===== src/rtl/dsp_arb_pkg.sv =====
// dsp_arb_pkg: shared constants and helpers for the DSP share arbiter.
// Requester IDs, default widths and the round-robin step function.
package dsp_arb_pkg;

  localparam int ID_TWIDDLE = 0;
  localparam int ID_WINDOW  = 1;
  localparam int ID_GAIN    = 2;

  localparam int NREQ_DEF    = 3;
  localparam int ID_W_DEF    = 2;
  localparam int A_W_DEF     = 25;
  localparam int B_W_DEF     = 11;
  localparam int C_W_DEF     = 35;
  localparam int P_W_DEF     = 35;
  localparam int DSP_LAT_DEF = 0;

  function automatic int rr_next(input int idx, input int n);
    return (idx + 1 >= n) ? 0 : idx + 1;
  endfunction

endpackage


===== src/rtl/dsp_share_arbiter_rr_pick.sv =====
// rr_pick: rotating priority encoder, search starts just after ptr.
// With fixed set the search always starts at index 0.
module rr_pick
  import dsp_arb_pkg::*;
#(
  parameter int NREQ = NREQ_DEF,
  parameter int ID_W = ID_W_DEF
) (
  input  logic [NREQ-1:0] valid,
  input  logic [ID_W-1:0] ptr,
  input  logic            fixed,
  output logic [NREQ-1:0] grant,
  output logic [ID_W-1:0] id,
  output logic            found
);

  int idx;

  // Walk all NREQ slots once; the first valid slot wins.
  always_comb begin
    grant = '0;
    id    = '0;
    found = 1'b0;
    idx   = fixed ? 0 : rr_next(int'(ptr), NREQ);
    for (int k = 0; k < NREQ; k++) begin
      if (!found && valid[idx]) begin
        found      = 1'b1;
        grant[idx] = 1'b1;
        id         = ID_W'(idx);
      end
      idx = rr_next(idx, NREQ);
    end
  end

endmodule


===== src/rtl/dsp_share_arbiter.sv =====
// dsp_share_arbiter: time-shares one external mult_add between NREQ users.
// Build macro DSP_ARB_FIXED_PRIO_EN selects fixed lowest-index priority.
module dsp_share_arbiter
  import dsp_arb_pkg::*;
#(
  parameter int NREQ    = NREQ_DEF,
  parameter int ID_W    = ID_W_DEF,
  parameter int A_WIDTH = A_W_DEF,
  parameter int B_WIDTH = B_W_DEF,
  parameter int C_WIDTH = C_W_DEF,
  parameter int P_WIDTH = P_W_DEF,
  parameter int DSP_LAT = DSP_LAT_DEF
) (
  input  logic                    clk_3x_i,
  input  logic                    rst_n,
  input  logic                    hold_i,
  input  logic [NREQ-1:0]         req_valid_i,
  output logic [NREQ-1:0]         req_ready_o,
  input  logic [NREQ*A_WIDTH-1:0] req_a_i,
  input  logic [NREQ*B_WIDTH-1:0] req_b_i,
  input  logic [NREQ*C_WIDTH-1:0] req_c_i,
  output logic [A_WIDTH-1:0]      dsp_a_o,
  output logic [B_WIDTH-1:0]      dsp_b_o,
  output logic [C_WIDTH-1:0]      dsp_c_o,
  input  logic [P_WIDTH-1:0]      dsp_p_i,
  output logic                    res_valid_o,
  output logic [ID_W-1:0]         res_id_o,
  output logic [P_WIDTH-1:0]      res_p_o,
  output logic                    busy_o
);

  localparam int DEPTH = DSP_LAT + 1;

  if (P_WIDTH < A_WIDTH + B_WIDTH - 1) begin : g_bad_p
    $error("P_WIDTH narrower than A_WIDTH+B_WIDTH-1");
  end
  if (ID_W < $clog2(NREQ)) begin : g_bad_id
    $error("ID_W too small for NREQ");
  end
  if (NREQ < 2 || NREQ > 8) begin : g_bad_n
    $error("NREQ must be 2..8");
  end
  if (DSP_LAT < 0 || DSP_LAT > 4) begin : g_bad_lat
    $error("DSP_LAT must be 0..4");
  end

`ifdef DSP_ARB_FIXED_PRIO_EN
  localparam logic FIXED = 1'b1;
`else
  localparam logic FIXED = 1'b0;
`endif

  logic [ID_W-1:0]  ptr;
  logic [NREQ-1:0]  cand;
  logic [NREQ-1:0]  grant;
  logic [ID_W-1:0]  gid;
  logic             found;
  logic             accept;
  logic [DEPTH-1:0] tv;
  logic [ID_W-1:0]  tid [DEPTH];

  assign cand = hold_i ? '0 : req_valid_i;

  rr_pick #(
    .NREQ (NREQ),
    .ID_W (ID_W)
  ) u_pick (
    .valid (cand),
    .ptr   (ptr),
    .fixed (FIXED),
    .grant (grant),
    .id    (gid),
    .found (found)
  );

  assign req_ready_o = rst_n ? grant : '0;
  assign accept      = rst_n & found;
  assign busy_o      = |tv;

  // Operand registers only move on an accept, so the DSP inputs stay quiet.
  always_ff @(posedge clk_3x_i) begin
    if (!rst_n) begin
      dsp_a_o <= '0;
      dsp_b_o <= '0;
      dsp_c_o <= '0;
      ptr     <= ID_W'(NREQ - 1);
    end else if (accept) begin
      dsp_a_o <= req_a_i[int'(gid)*A_WIDTH +: A_WIDTH];
      dsp_b_o <= req_b_i[int'(gid)*B_WIDTH +: B_WIDTH];
      dsp_c_o <= req_c_i[int'(gid)*C_WIDTH +: C_WIDTH];
      ptr     <= gid;
    end
  end

  // Issue tags shadow the operand register plus the DSP's internal stages.
  always_ff @(posedge clk_3x_i) begin
    if (!rst_n) begin
      tv <= '0;
      for (int k = 0; k < DEPTH; k++) begin
        tid[k] <= '0;
      end
    end else begin
      tv[0]  <= accept;
      tid[0] <= gid;
      for (int k = 1; k < DEPTH; k++) begin
        tv[k]  <= tv[k-1];
        tid[k] <= tid[k-1];
      end
    end
  end

  // Capture the DSP output when the matching tag reaches the end.
  always_ff @(posedge clk_3x_i) begin
    if (!rst_n) begin
      res_valid_o <= 1'b0;
      res_id_o    <= '0;
      res_p_o     <= '0;
    end else begin
      res_valid_o <= tv[DEPTH-1];
      if (tv[DEPTH-1]) begin
        res_id_o <= tid[DEPTH-1];
        res_p_o  <= dsp_p_i;
      end
    end
  end

endmodule


===== config.mk =====
export PLATFORM = sky130hd
export DESIGN_NAME = dsp_share_arbiter
export DESIGN_NICKNAME = d
export VERILOG_FILES = /design/src/rtl/dsp_arb_pkg.sv /design/src/rtl/dsp_share_arbiter_rr_pick.sv /design/src/rtl/dsp_share_arbiter.sv
export SDC_FILE = /design/constraint.sdc
export NUM_CORES = 1
export LEC_CHECK = 0
export CORE_AREA = 2 2 143 145
export DETAILED_ROUTE_END_ITERATION = 10
export DIE_AREA = 0 0 145 147
export PLACE_DENSITY = 0.71
export SYNTH_ARGS = -nofsm -noshare
export SYNTH_HDL_FRONTEND = slang
export SYNTH_SLANG_ARGS = --single-unit

===== constraint.sdc =====
create_clock -name clk_3x_i -period 1.7 [get_ports clk_3x_i]
set_input_delay 0.34 -clock clk_3x_i [delete_from_list [all_inputs] [get_ports clk_3x_i]]
set_output_delay 0.34 -clock clk_3x_i [all_outputs]
set_load 0.005 [all_outputs]

==> qor.txt, run 1 <==
CTS tree: done
P per Cell Area: 883.0 mW/mm^2
Post-synth top area share: 45.18%
Total of max-cap violations: 0
Fin. Hold Viols: 0
GRT overflow: 0
# fillers: 1787
Slew @ Worst Pin: 0.4534 ns
Hold buffer count at CTS: 0
Clock power frac: 45.6%
Failing checks: negative setup slack
Total Routing Usage GR: 18.37%
Hold Path Class: reg -> reg
Slew margin rel.: 69.78%
Synth Warn #: 0
Yosys reg bits: 114
Crit path arrival time: 1.63 ns
Crit path time final: 1.966 ns
Core Area: 0.01984 sq mm
Largest net degree at the start of global routing: 40
Die Y: 147 um
Area Growth Syn to Fin: 102.8%
Post-Layout Cell Count: 1145
I/O pins: 367
Dpl cells: 1091
H-Tree Depth: 4
Combinational share of power: 21.5%
Hpwl dp: 14110 um
Netlist Area Pre-Place: 0.005051 sq mm
Final nets: 1116
WL final: 21260 um
Peak VDD IR: 600.9 uV
CP startpoint kind: register
Outcome: finished with violations
Switching share of total power: 23.20%
Syn_nets: 731
Setup violators final: 76
Routed Antenna Nets: 0
GR Layer Usage met2: 31.36%
Clock transition at the registers of the reported paths: 0.05 ns
DR iter-0 viols: 182
Clock sinks: 114
Slew Viols, Final: 0
CTS Root Cell: clkbuf_16
Top cell type by total area after synthesis: dfxtp_1
Syn Inst Count: 477
Critical path type: reg -> out
Die width: 145 um
Via count: 5424
Std cell rows: 52
Crit-path max FO: 2
Sequential area share after synthesis: 45.18%
RSZ-0062 raised after global routing: true
PortBufs: 366
Avg Vias per Cell: 4.737
Required @ worst endpoint: 1.36 ns
First-pass GRT wire length: 30730 um
Met1 Usage GRT: 22.18%
Crit end category: output port
Diode count: 0
Pint: 6.948 mW
Share of cells above drive strength 1: 12.00%
Gr busiest metal: met2
Die area: 0.02132 sq mm
Initial antenna violation count: 0
Final WS setup: -0.2662 ns
Sequential share of power: 32.9%
Syn_area_per_cell: 10.59 sq um
Final period util: 115.7%
Pleak: 3.714 nW
Post-DR wirelength/cell: 18.57 um
Drt pass-1 iters: 4
Placer Congestion: 0.7712
# DRC: 0
Vias in the first global route: 5384
Top cells by area, synth: dfxtp_1 45%, mux2i_1 21%, a32oi_1 12%, o21ai_1 5.5%, nor2b_1 5.0%
Final core utilization: 51.63%
Initial Util: 25.45%
Number of unique standard cell types used by synthesis: 26
Clock skew: 0.01055 ns
Switching pwr: 2.099 mW
Met3 GRT Util: 5.807%
Max Freq: 0.5086 GHz
Clock Latency Late Sink: 0.41 ns
CTS Buffer Depth: 2
TritonCTS Buffers: 17
==> synth_stat cells <==
| master | count |
|---|---|
| mux2i_1 | 108 |
| buf_6 | 1 |
| inv_1 | 5 |
| o22ai_1 | 1 |
| a22o_1 | 1 |
| or4b_1 | 1 |
| and2_1 | 3 |
| dfxtp_1 | 114 |
| o21ai_1 | 56 |
| nand2_1 | 3 |
| o211ai_1 | 1 |
| o21ai_0 | 15 |
| o211a_1 | 1 |
| o41ai_2 | 1 |
| buf_12 | 7 |
| a32oi_1 | 70 |
| a21oi_1 | 1 |
| nor3_1 | 1 |
| buf_2 | 4 |
| o2bb2ai_1 | 1 |
| a22oi_1 | 1 |
| nor2_1 | 3 |
| clkbuf_1 | 35 |
| nor2b_1 | 40 |
| o21a_1 | 2 |
| nand2b_1 | 1 |
==> stage by stage <==
stage	power, mW	hold slack (ns)	setup WS [ns]	setup TNS, ns	area (sq um)
floorplan	3.606	0.4597	-0.04442	-0.04442	5051
global placement	4.746	0.4470	-0.7474	-45.24	9050
detailed placement	4.760	0.4570	-0.7408	-46.40	9050
CTS	8.988	0.4565	-0.2784	-14.91	9833
global route	9.414	0.4900	-0.3284	-15.24	10250
finish	9.047	0.4728	-0.2662	-10.84	10250
==> metal layers <==
metal	share of wire, %	vias to the layer above	wire length (um)
li1	-	2591	-
met2	49	256	10440
met3	6.2	14	1312
met4	1.1	0	244
met5	0	-	0
met1	44	2563	9271
==> layout by cell type, fill, tap and decap left out, types with 3 or more instances in the layout <==
master and instances:
nor2b_1 38, dfxtp_2 3, buf_6 8, inv_1 4, buf_16 4, mux2i_1 96, nor2_1 3, bufinv_16 6
o21ai_1 70, clkdlybuf4s50_1 358, buf_12 9, clkbuf_16 24, mux2i_2 10, and2_1 3, buf_4 18, dfxtp_1 111
dlygate4sd2_1 4, a32oi_1 70
==> power by group through the flow <==
stage / registers (mW) / logic [mW] / clock network (mW)
global route: 3.00 / 2.07 / 4.34
finish: 2.98 / 1.94 / 4.13
global placement: 3.03 / 1.72 / 0
CTS: 2.98 / 1.79 / 4.22
detailed placement: 3.03 / 1.73 / 0
floorplan: 3.04 / 0.563 / 0
==> critical path, cell delays in order (launching register included) <==
cell and delay (ns):
dfxtp_2 0.32, or4b_4 0.53, o41ai_4 0.08, and2_1 0.18, buf_2 0.12
==> layout make-up <==
type | count | area, sq um | area share, %
tap | 270 | 337.8 | 3.297
inverter | 5 | 18.77 | 0.1832
timing repair buffer | 413 | 4362 | 42.57
multi-input combinational | 311 | 2567 | 25.06
clock inverter | 12 | 227.7 | 2.222
clock buffer | 20 | 446.7 | 4.359
sequential | 114 | 2286 | 22.31
==> state kept, by name, summed over array words and instances, names as in the netlist <==
register	cells
dsp_c_o	35
res_p_o	35
dsp_a_o	25
dsp_b_o	11
ptr	2
res_id_o	2
tid	2
busy_o	1
res_valid_o	1
==> timing repair <==
item                                    CTS  global route
pin swaps                                 5             6
buffers inserted                          2             9
gates cloned                              2             9
endpoints found under the setup margin   74            78
resized for setup                        22            47
==> logic make-up (layout without fill, tap and decap cells) <==
family | count (synthesis) | after routing | share of synthesized area (%)
mux | 108 | 108 | 21.40
simple gates | 52 | 52 | 6.193
compound gates | 151 | 151 | 20.86
flops | 114 | 114 | 45.18
buf+inv | 52 | 450 | 6.366
==> path summary, 6_finish.rpt <==
check | slack (ns) | end | from | cells after the start
worst max-delay path | -0.27 | req_ready_o[1] | ptr[1] | 4
worst min-delay path | 0.47 | dsp_c_o[19] | dsp_c_o[19] | 2
worst max register to register | -0.20 | dsp_c_o[33] | ptr[1] | 7
worst min register to register | 0.47 | dsp_c_o[19] | dsp_c_o[19] | 2
No activity file was read; power rests on OpenSTA's default activity.
==> run 2: changes to the inputs <==
--- a/config.mk
+++ b/config.mk
@@ -8,6 +8,7 @@
 export CORE_AREA = 2 2 143 145
 export DETAILED_ROUTE_END_ITERATION = 10
 export DIE_AREA = 0 0 145 147
+export GPL_TIMING_DRIVEN = 0
 export PLACE_DENSITY = 0.71
 export SYNTH_ARGS = -nofsm -noshare
 export SYNTH_HDL_FRONTEND = slang
==> qor.txt, run 2 (synthesized netlist as in run 1, its figures left out) <==
P per Cell Area: 820.7 mW/mm^2 (-7.1%)
Hold Path Class: in -> reg
WL final: 20970 um (-1.4%)
Required @ worst endpoint: 1.36 ns (about the same)
Slew Viols, Final: 0 (unchanged)
Final WS setup: -0.4976 ns (-0.2313 ns)
Clock skew: 0.008962 ns (-0.001585 ns)
Max Freq: 0.4551 GHz (-11%)
Crit-path cells: or4b_4, o41ai_4, clkbuf_16, buf_12, and2_4, buf_6
Share of cells above drive strength 1: 9.966% (-2.0 points)
Initial Util: 25.45% (unchanged)
Setup violators final: 65 (-14%)
Largest net degree at the start of global routing: 17 (-57%)
Pleak: 3.536 nW (-4.8%)
Outcome: finished with violations
Hold buffer count at CTS: 0 (unchanged)
Crit path time final: 2.198 ns (+0.2313 ns)
Clock sinks: 114 (unchanged)
Crit-path max FO: 3 (+1)
Final nets: 1125 (+0.81%)
Reg2reg start: ptr[0]
Clock transition at the registers of the reported paths: 0.05 ns (about the same)
Fin. Hold Viols: 0 (unchanged)
Regs by FF count: dsp_c_o: 35 flops, res_p_o: 35 flops, dsp_a_o: 25 flops
Crit end category: output port
Via count: 5344 (-1.5%)
Drt pass-1 iters: 5 (+1)
Crit path arrival time: 1.86 ns (+0.23 ns)
Post-Layout Cell Count: 1154 (+0.79%)
Post-Place Setup Slack: -1.693 ns (-0.9526 ns)
Delay-heaviest family, CP: simple AND/OR/NAND/NOR gates
RSZ-0062 raised after global routing: true
Slew margin rel.: 48.37% (-21 points)
Buf/Inv on CP: 3 (+2)
Cell area after layout: 0.009836 sq mm (-4.0%)
Die width: 145 um (unchanged)
Slowest stage delay, CP: 0.54 ns (about the same)
HP Start: rst_n
Std cell rows: 52 (unchanged)
Die area: 0.02132 sq mm (unchanged)
Reg2Reg Setup Slack: -0.38 ns (-0.18 ns)
Avg Vias per Cell: 4.631 (-2.2%)
Hpwl dp: 16210 um (+15%)
Clock Latency Late Sink: 0.41 ns (about the same)
I/O pins: 367 (unchanged)
First-pass GRT wire length: 32040 um (+4.3%)
Total Routing Usage GR: 19.42% (+1.0 points)
Placed instance area: 0.009052 sq mm (about the same)
Critical path type: reg -> out
Most frequent cells in the layout: 356 x clkdlybuf4s50_1, 111 x dfxtp_1, 102 x mux2i_1
Peak VDD IR: 628.6 uV (+4.6%)
PortBufs: 366 (unchanged)
Core Area: 0.01984 sq mm (unchanged)
Crit-path slowest cell: or4b_4
Routed Antenna Nets: 0 (unchanged)
TritonCTS Buffers: 17 (unchanged)
Final period util: 129.3% (+14 points)
Placer Congestion: 0.8005 (+3.8%)
H-Tree Depth: 4 (unchanged)
Vias in the first global route: 5604 (+4.1%)
Area Growth Syn to Fin: 94.72%
Initial antenna violation count: 1 (+1)
Post-DR wirelength/cell: 18.17 um (-2.2%)
Failing checks: negative setup slack
DR iter-0 viols: 148 (-19%)
Dpl cells: 1113 (+2.0%)
Final core utilization: 49.56% (-2.1 points)
CTS Buffer Depth: 2 (unchanged)
Die Y: 147 um (unchanged)
CTS Root Cell: clkbuf_16
CP startpoint: ptr[0]
CTS tree: done
Most common cell after layout, fill and taps aside: clkdlybuf4s50_1
Slew @ Worst Pin: 0.7745 ns (+0.3212 ns)
GRT overflow: 0 (unchanged)
# DRC: 0 (unchanged)
Total of max-cap violations: 0 (unchanged)
CP startpoint kind: register
## run 2: changes by cell type in the layout (fill, tap and decap cells not counted), sizes merged
cell           before  now
buf                43   27
diode               0    1
inv                 7    5
clkbuf             27   54
bufinv              6    1
clkinvlp            1    3
clkinv              3    7
clkdlybuf4s50     358  356
## run 2: area by class of cell
type                            instances  area, sq um
Antenna cell                            1        2.502
Buffer                                 45        384.1
Multi-Input combinational cell        311         2519
Clock buffer                           20        436.7
Sequential cell                       114         2288
Inverter                                5        18.77
Fill cell                            1865        10010
Clock inverter                         11        91.34
Timing Repair Buffer                  377         3757
Tap cell                              270        337.8
## run 2: worst register-to-register path: cells and delay by family (launching register included)
family                 cells  cell delay (ns)
buffers and inverters      3             0.64
muxes                      1             0.29
and+or+nand+nor            1             0.54
AOI/OAI and AO/OA          2             0.16
DFF                        1             0.32
## run 2: where the power goes
group / switching [mW] / internal (mW)
Clock: 1.28 / 1.98
Combinational: 0.645 / 1.18
Sequential: 0.108 / 2.88
## run 2: path summary, 6_finish.rpt
path	depth (start not counted)	endpoint
hold reg to reg	2	dsp_c_o[6]
setup reg to reg	7	dsp_c_o[33]
setup / recovery	6	req_ready_o[1]
hold / removal	2	res_id_o[1]
## run 2: what timing repair did
action	4_1_cts	5_1_grt
gates resized for setup	48	45
buffers inserted	6	5
setup endpoints to repair	76	78
pin swaps	2	3
## run 2: per-stage QoR
stage | hold slack [ns] | TNS (ns) | total power, mW
final | 0.2573 | -17.26 | 8.072
after global routing | 0.2429 | -22.05 | 8.445
after global placement | 0.4481 | -71.49 | 4.779
after floorplan | 0.4597 | -0.04442 | 3.606
after detailed placement | 0.4524 | -70.93 | 4.795
after CTS | 0.3611 | -30.11 | 8.147
## run 2: per-layer routing
| metal | routed length (um) | vias up | global-route usage (%) |
|---|---|---|---|
| li1 | - | 2604 | - |
| met1 | 8697 | 2476 | 22.62 |
| met2 | 10270 | 238 | 33.48 |
| met3 | 1673 | 26 | 7.205 |
| met4 | 324 | 0 | 5.644 |
| met5 | 0 | - | 0 |
==> run 3: changes to the inputs <==
--- a/config.mk
+++ b/config.mk
@@ -9,7 +9,7 @@
 export DETAILED_ROUTE_END_ITERATION = 10
 export DIE_AREA = 0 0 145 147
 export GPL_TIMING_DRIVEN = 0
-export PLACE_DENSITY = 0.71
+export PLACE_DENSITY = 0.69
 export SYNTH_ARGS = -nofsm -noshare
 export SYNTH_HDL_FRONTEND = slang
 export SYNTH_SLANG_ARGS = --single-unit
==> constraint.sdc (replaced) <==
create_clock -name clk_3x_i -period 2.84 [get_ports clk_3x_i]
set_input_delay 0.568 -clock clk_3x_i [delete_from_list [all_inputs] [get_ports clk_3x_i]]
set_output_delay 0.568 -clock clk_3x_i [all_outputs]
set_load 0.005 [all_outputs]
==> qor.txt, run 3 (synthesized netlist as in run 1, its figures left out) <==
Peak VDD IR: 364.6 uV (-42%)
Max Freq: 0.3624 GHz
Setup violators final: 0 (-100%)
Share of cells above drive strength 1: 5.498% (-4.5 points)
Final core utilization: 48.64% (-0.92 points)
First-pass GRT wire length: 31660 um (-1.2%)
CP startpoint kind: input pin
Die width: 145 um (unchanged)
Most frequent cells in the layout: 360 x clkdlybuf4s50_1, 114 x dfxtp_1, 108 x mux2i_1
Core Area: 0.01984 sq mm (unchanged)
PortBufs: 366 (unchanged)
Post-DR wirelength/cell: 18.09 um (-0.41%)
Vias in the first global route: 5469 (-2.4%)
Outcome: finished, final reports clean
Regs by FF count: dsp_c_o: 35 flops, res_p_o: 35 flops, dsp_a_o: 25 flops
Crit-path slowest cell: o41ai_2
Crit end category: output port
Delay-heaviest family, CP: buffers and inverters
Die area: 0.02132 sq mm (unchanged)
RSZ-0062 raised after global routing: false
Most common cell after layout, fill and taps aside: clkdlybuf4s50_1
Routed Antenna Nets: 0 (unchanged)
Slew @ Worst Pin: 0.7456 ns (-0.02897 ns)
Via count: 5307 (-0.69%)
Crit path arrival time: 2.19 ns (+0.33 ns)
P per Cell Area: 507.8 mW/mm^2 (-38%)
CTS Buffer Depth: 2 (unchanged)
Clock Latency Late Sink: 0.40 ns (about the same)
Area Growth Syn to Fin: 91.11%
Final nets: 1116 (-0.80%)
Critical path type: in -> out
# DRC: 0 (unchanged)
H-Tree Depth: 4 (unchanged)
Total of max-cap violations: 0 (unchanged)
TritonCTS Buffers: 17 (unchanged)
Avg Vias per Cell: 4.639 (+0.18%)
Hpwl dp: 16120 um (-0.51%)
Pleak: 3.396 nW (-4.0%)
Clock transition at the registers of the reported paths: 0.05 ns (about the same)
Std cell rows: 52 (unchanged)
Total Routing Usage GR: 19.19% (-0.23 points)
CTS tree: done
I/O pins: 367 (unchanged)
TNS Setup: 0 ns (+17.26 ns)
WL final: 20700 um (-1.3%)
Drt pass-1 iters: 4 (-1)
# fillers: 1893 (+1.5%)
Die Y: 147 um (unchanged)
CTS Root Cell: clkbuf_16
Hold Path Class: reg -> reg
Crit-path max FO: 10 (+7)
Initial antenna violation count: 1 (unchanged)
Slowest stage delay, CP: 0.34 ns (-0.20 ns)
Buf/Inv on CP: 4 (+1)
PnR Total Power: 4.902 mW (-39%)
CP most frequent cell: dlygate4sd2_1
Largest net degree at the start of global routing: 20 (+3)
Initial Util: 25.45% (unchanged)
Slew Viols, Final: 0 (unchanged)
Slew margin rel.: 50.30% (+1.9 points)
Hold buffer count at CTS: 0 (unchanged)
Crit path time final: 2.760 ns
Clock skew: 0.006496 ns (-0.002465 ns)
GRT overflow: 0 (unchanged)
Fin. Hold Viols: 0 (unchanged)
Final WS setup: 0.08041 ns (+0.5780 ns)
Post-Place Setup Slack: -1.028 ns (+0.6657 ns)
Clock sinks: 114 (unchanged)
Crit-path cells: dlygate4sd2_1, nor2b_2, o41ai_2, bufbuf_16, buf_12, and2_1, dlygate4sd2_1
DR iter-0 viols: 214 (+45%)
Required @ worst endpoint: 2.27 ns (+0.91 ns)
Final period util: 97.17%
Flip-flop and latch area: 0.002282 sq mm (-0.27%)
Multi-input logic area: 0.002450 sq mm (-2.7%)
Placer Congestion: 0.8102 (+1.2%)
[run 3: power by group]
group | internal [mW] | leakage (nW) | switching (mW)
sequential | 1.72 | 0.936 | 0.0628
clock | 1.32 | 0.274 | 0.746
combinational | 0.676 | 2.19 | 0.375
total | 3.72 | 3.40 | 1.18
[run 3: final timing paths]
kind	slack (ns)	cells past startpoint	startpoint	end
setup reg to reg	0.60	7	ptr[1]	dsp_c_o[20]
setup / recovery	0.08	7	req_valid_i[2]	req_ready_o[1]
hold reg to reg	0.47	2	dsp_c_o[9]	dsp_c_o[9]
hold / removal	0.47	2	dsp_c_o[9]	dsp_c_o[9]
[run 3: metal layers]
metal	share of wire, %	vias up	track usage [%]
li1	-	2592	-
met1	41	2448	21.89
met2	49	247	33.33
met3	9.3	20	7.640
met4	1.4	0	5.446
met5	0	-	0
[run 3: area by class of cell]
type | count | share of cell area (%)
flip-flops and latches | 114 | 23.64
diodes | 1 | 0.02592
inverters | 5 | 0.1944
clock inverters | 10 | 1.154
plain buffers | 45 | 3.357
well taps | 270 | 3.500
multi-input cells | 311 | 25.38
repair buffers | 368 | 38.02
clock buffers | 20 | 4.731
[run 3: tightest hold or removal path: stages (launching register included)]
cell	delay (ns)
dfxtp_1	0.32
a32oi_1	0.05
o21ai_0	0.06
[run 3: per-stage QoR]
step	hold slack, ns	instances	cell area, sq um
2_1_floorplan	0.4597	477	5051
3_3_place_gp	0.4496	1113	9052
3_5_place_dp	0.4560	1113	9052
4_1_cts	0.4702	1143	9647
5_1_grt	0.4805	1144	9653
6_report	0.4668	1144	9653
[run 3: what timing repair did]
action,in CTS,in global routing
pin swaps,2,0
setup buffers,2,0
resized for setup,17,1
gates cloned,0,0
endpoints found under the setup margin,3,1
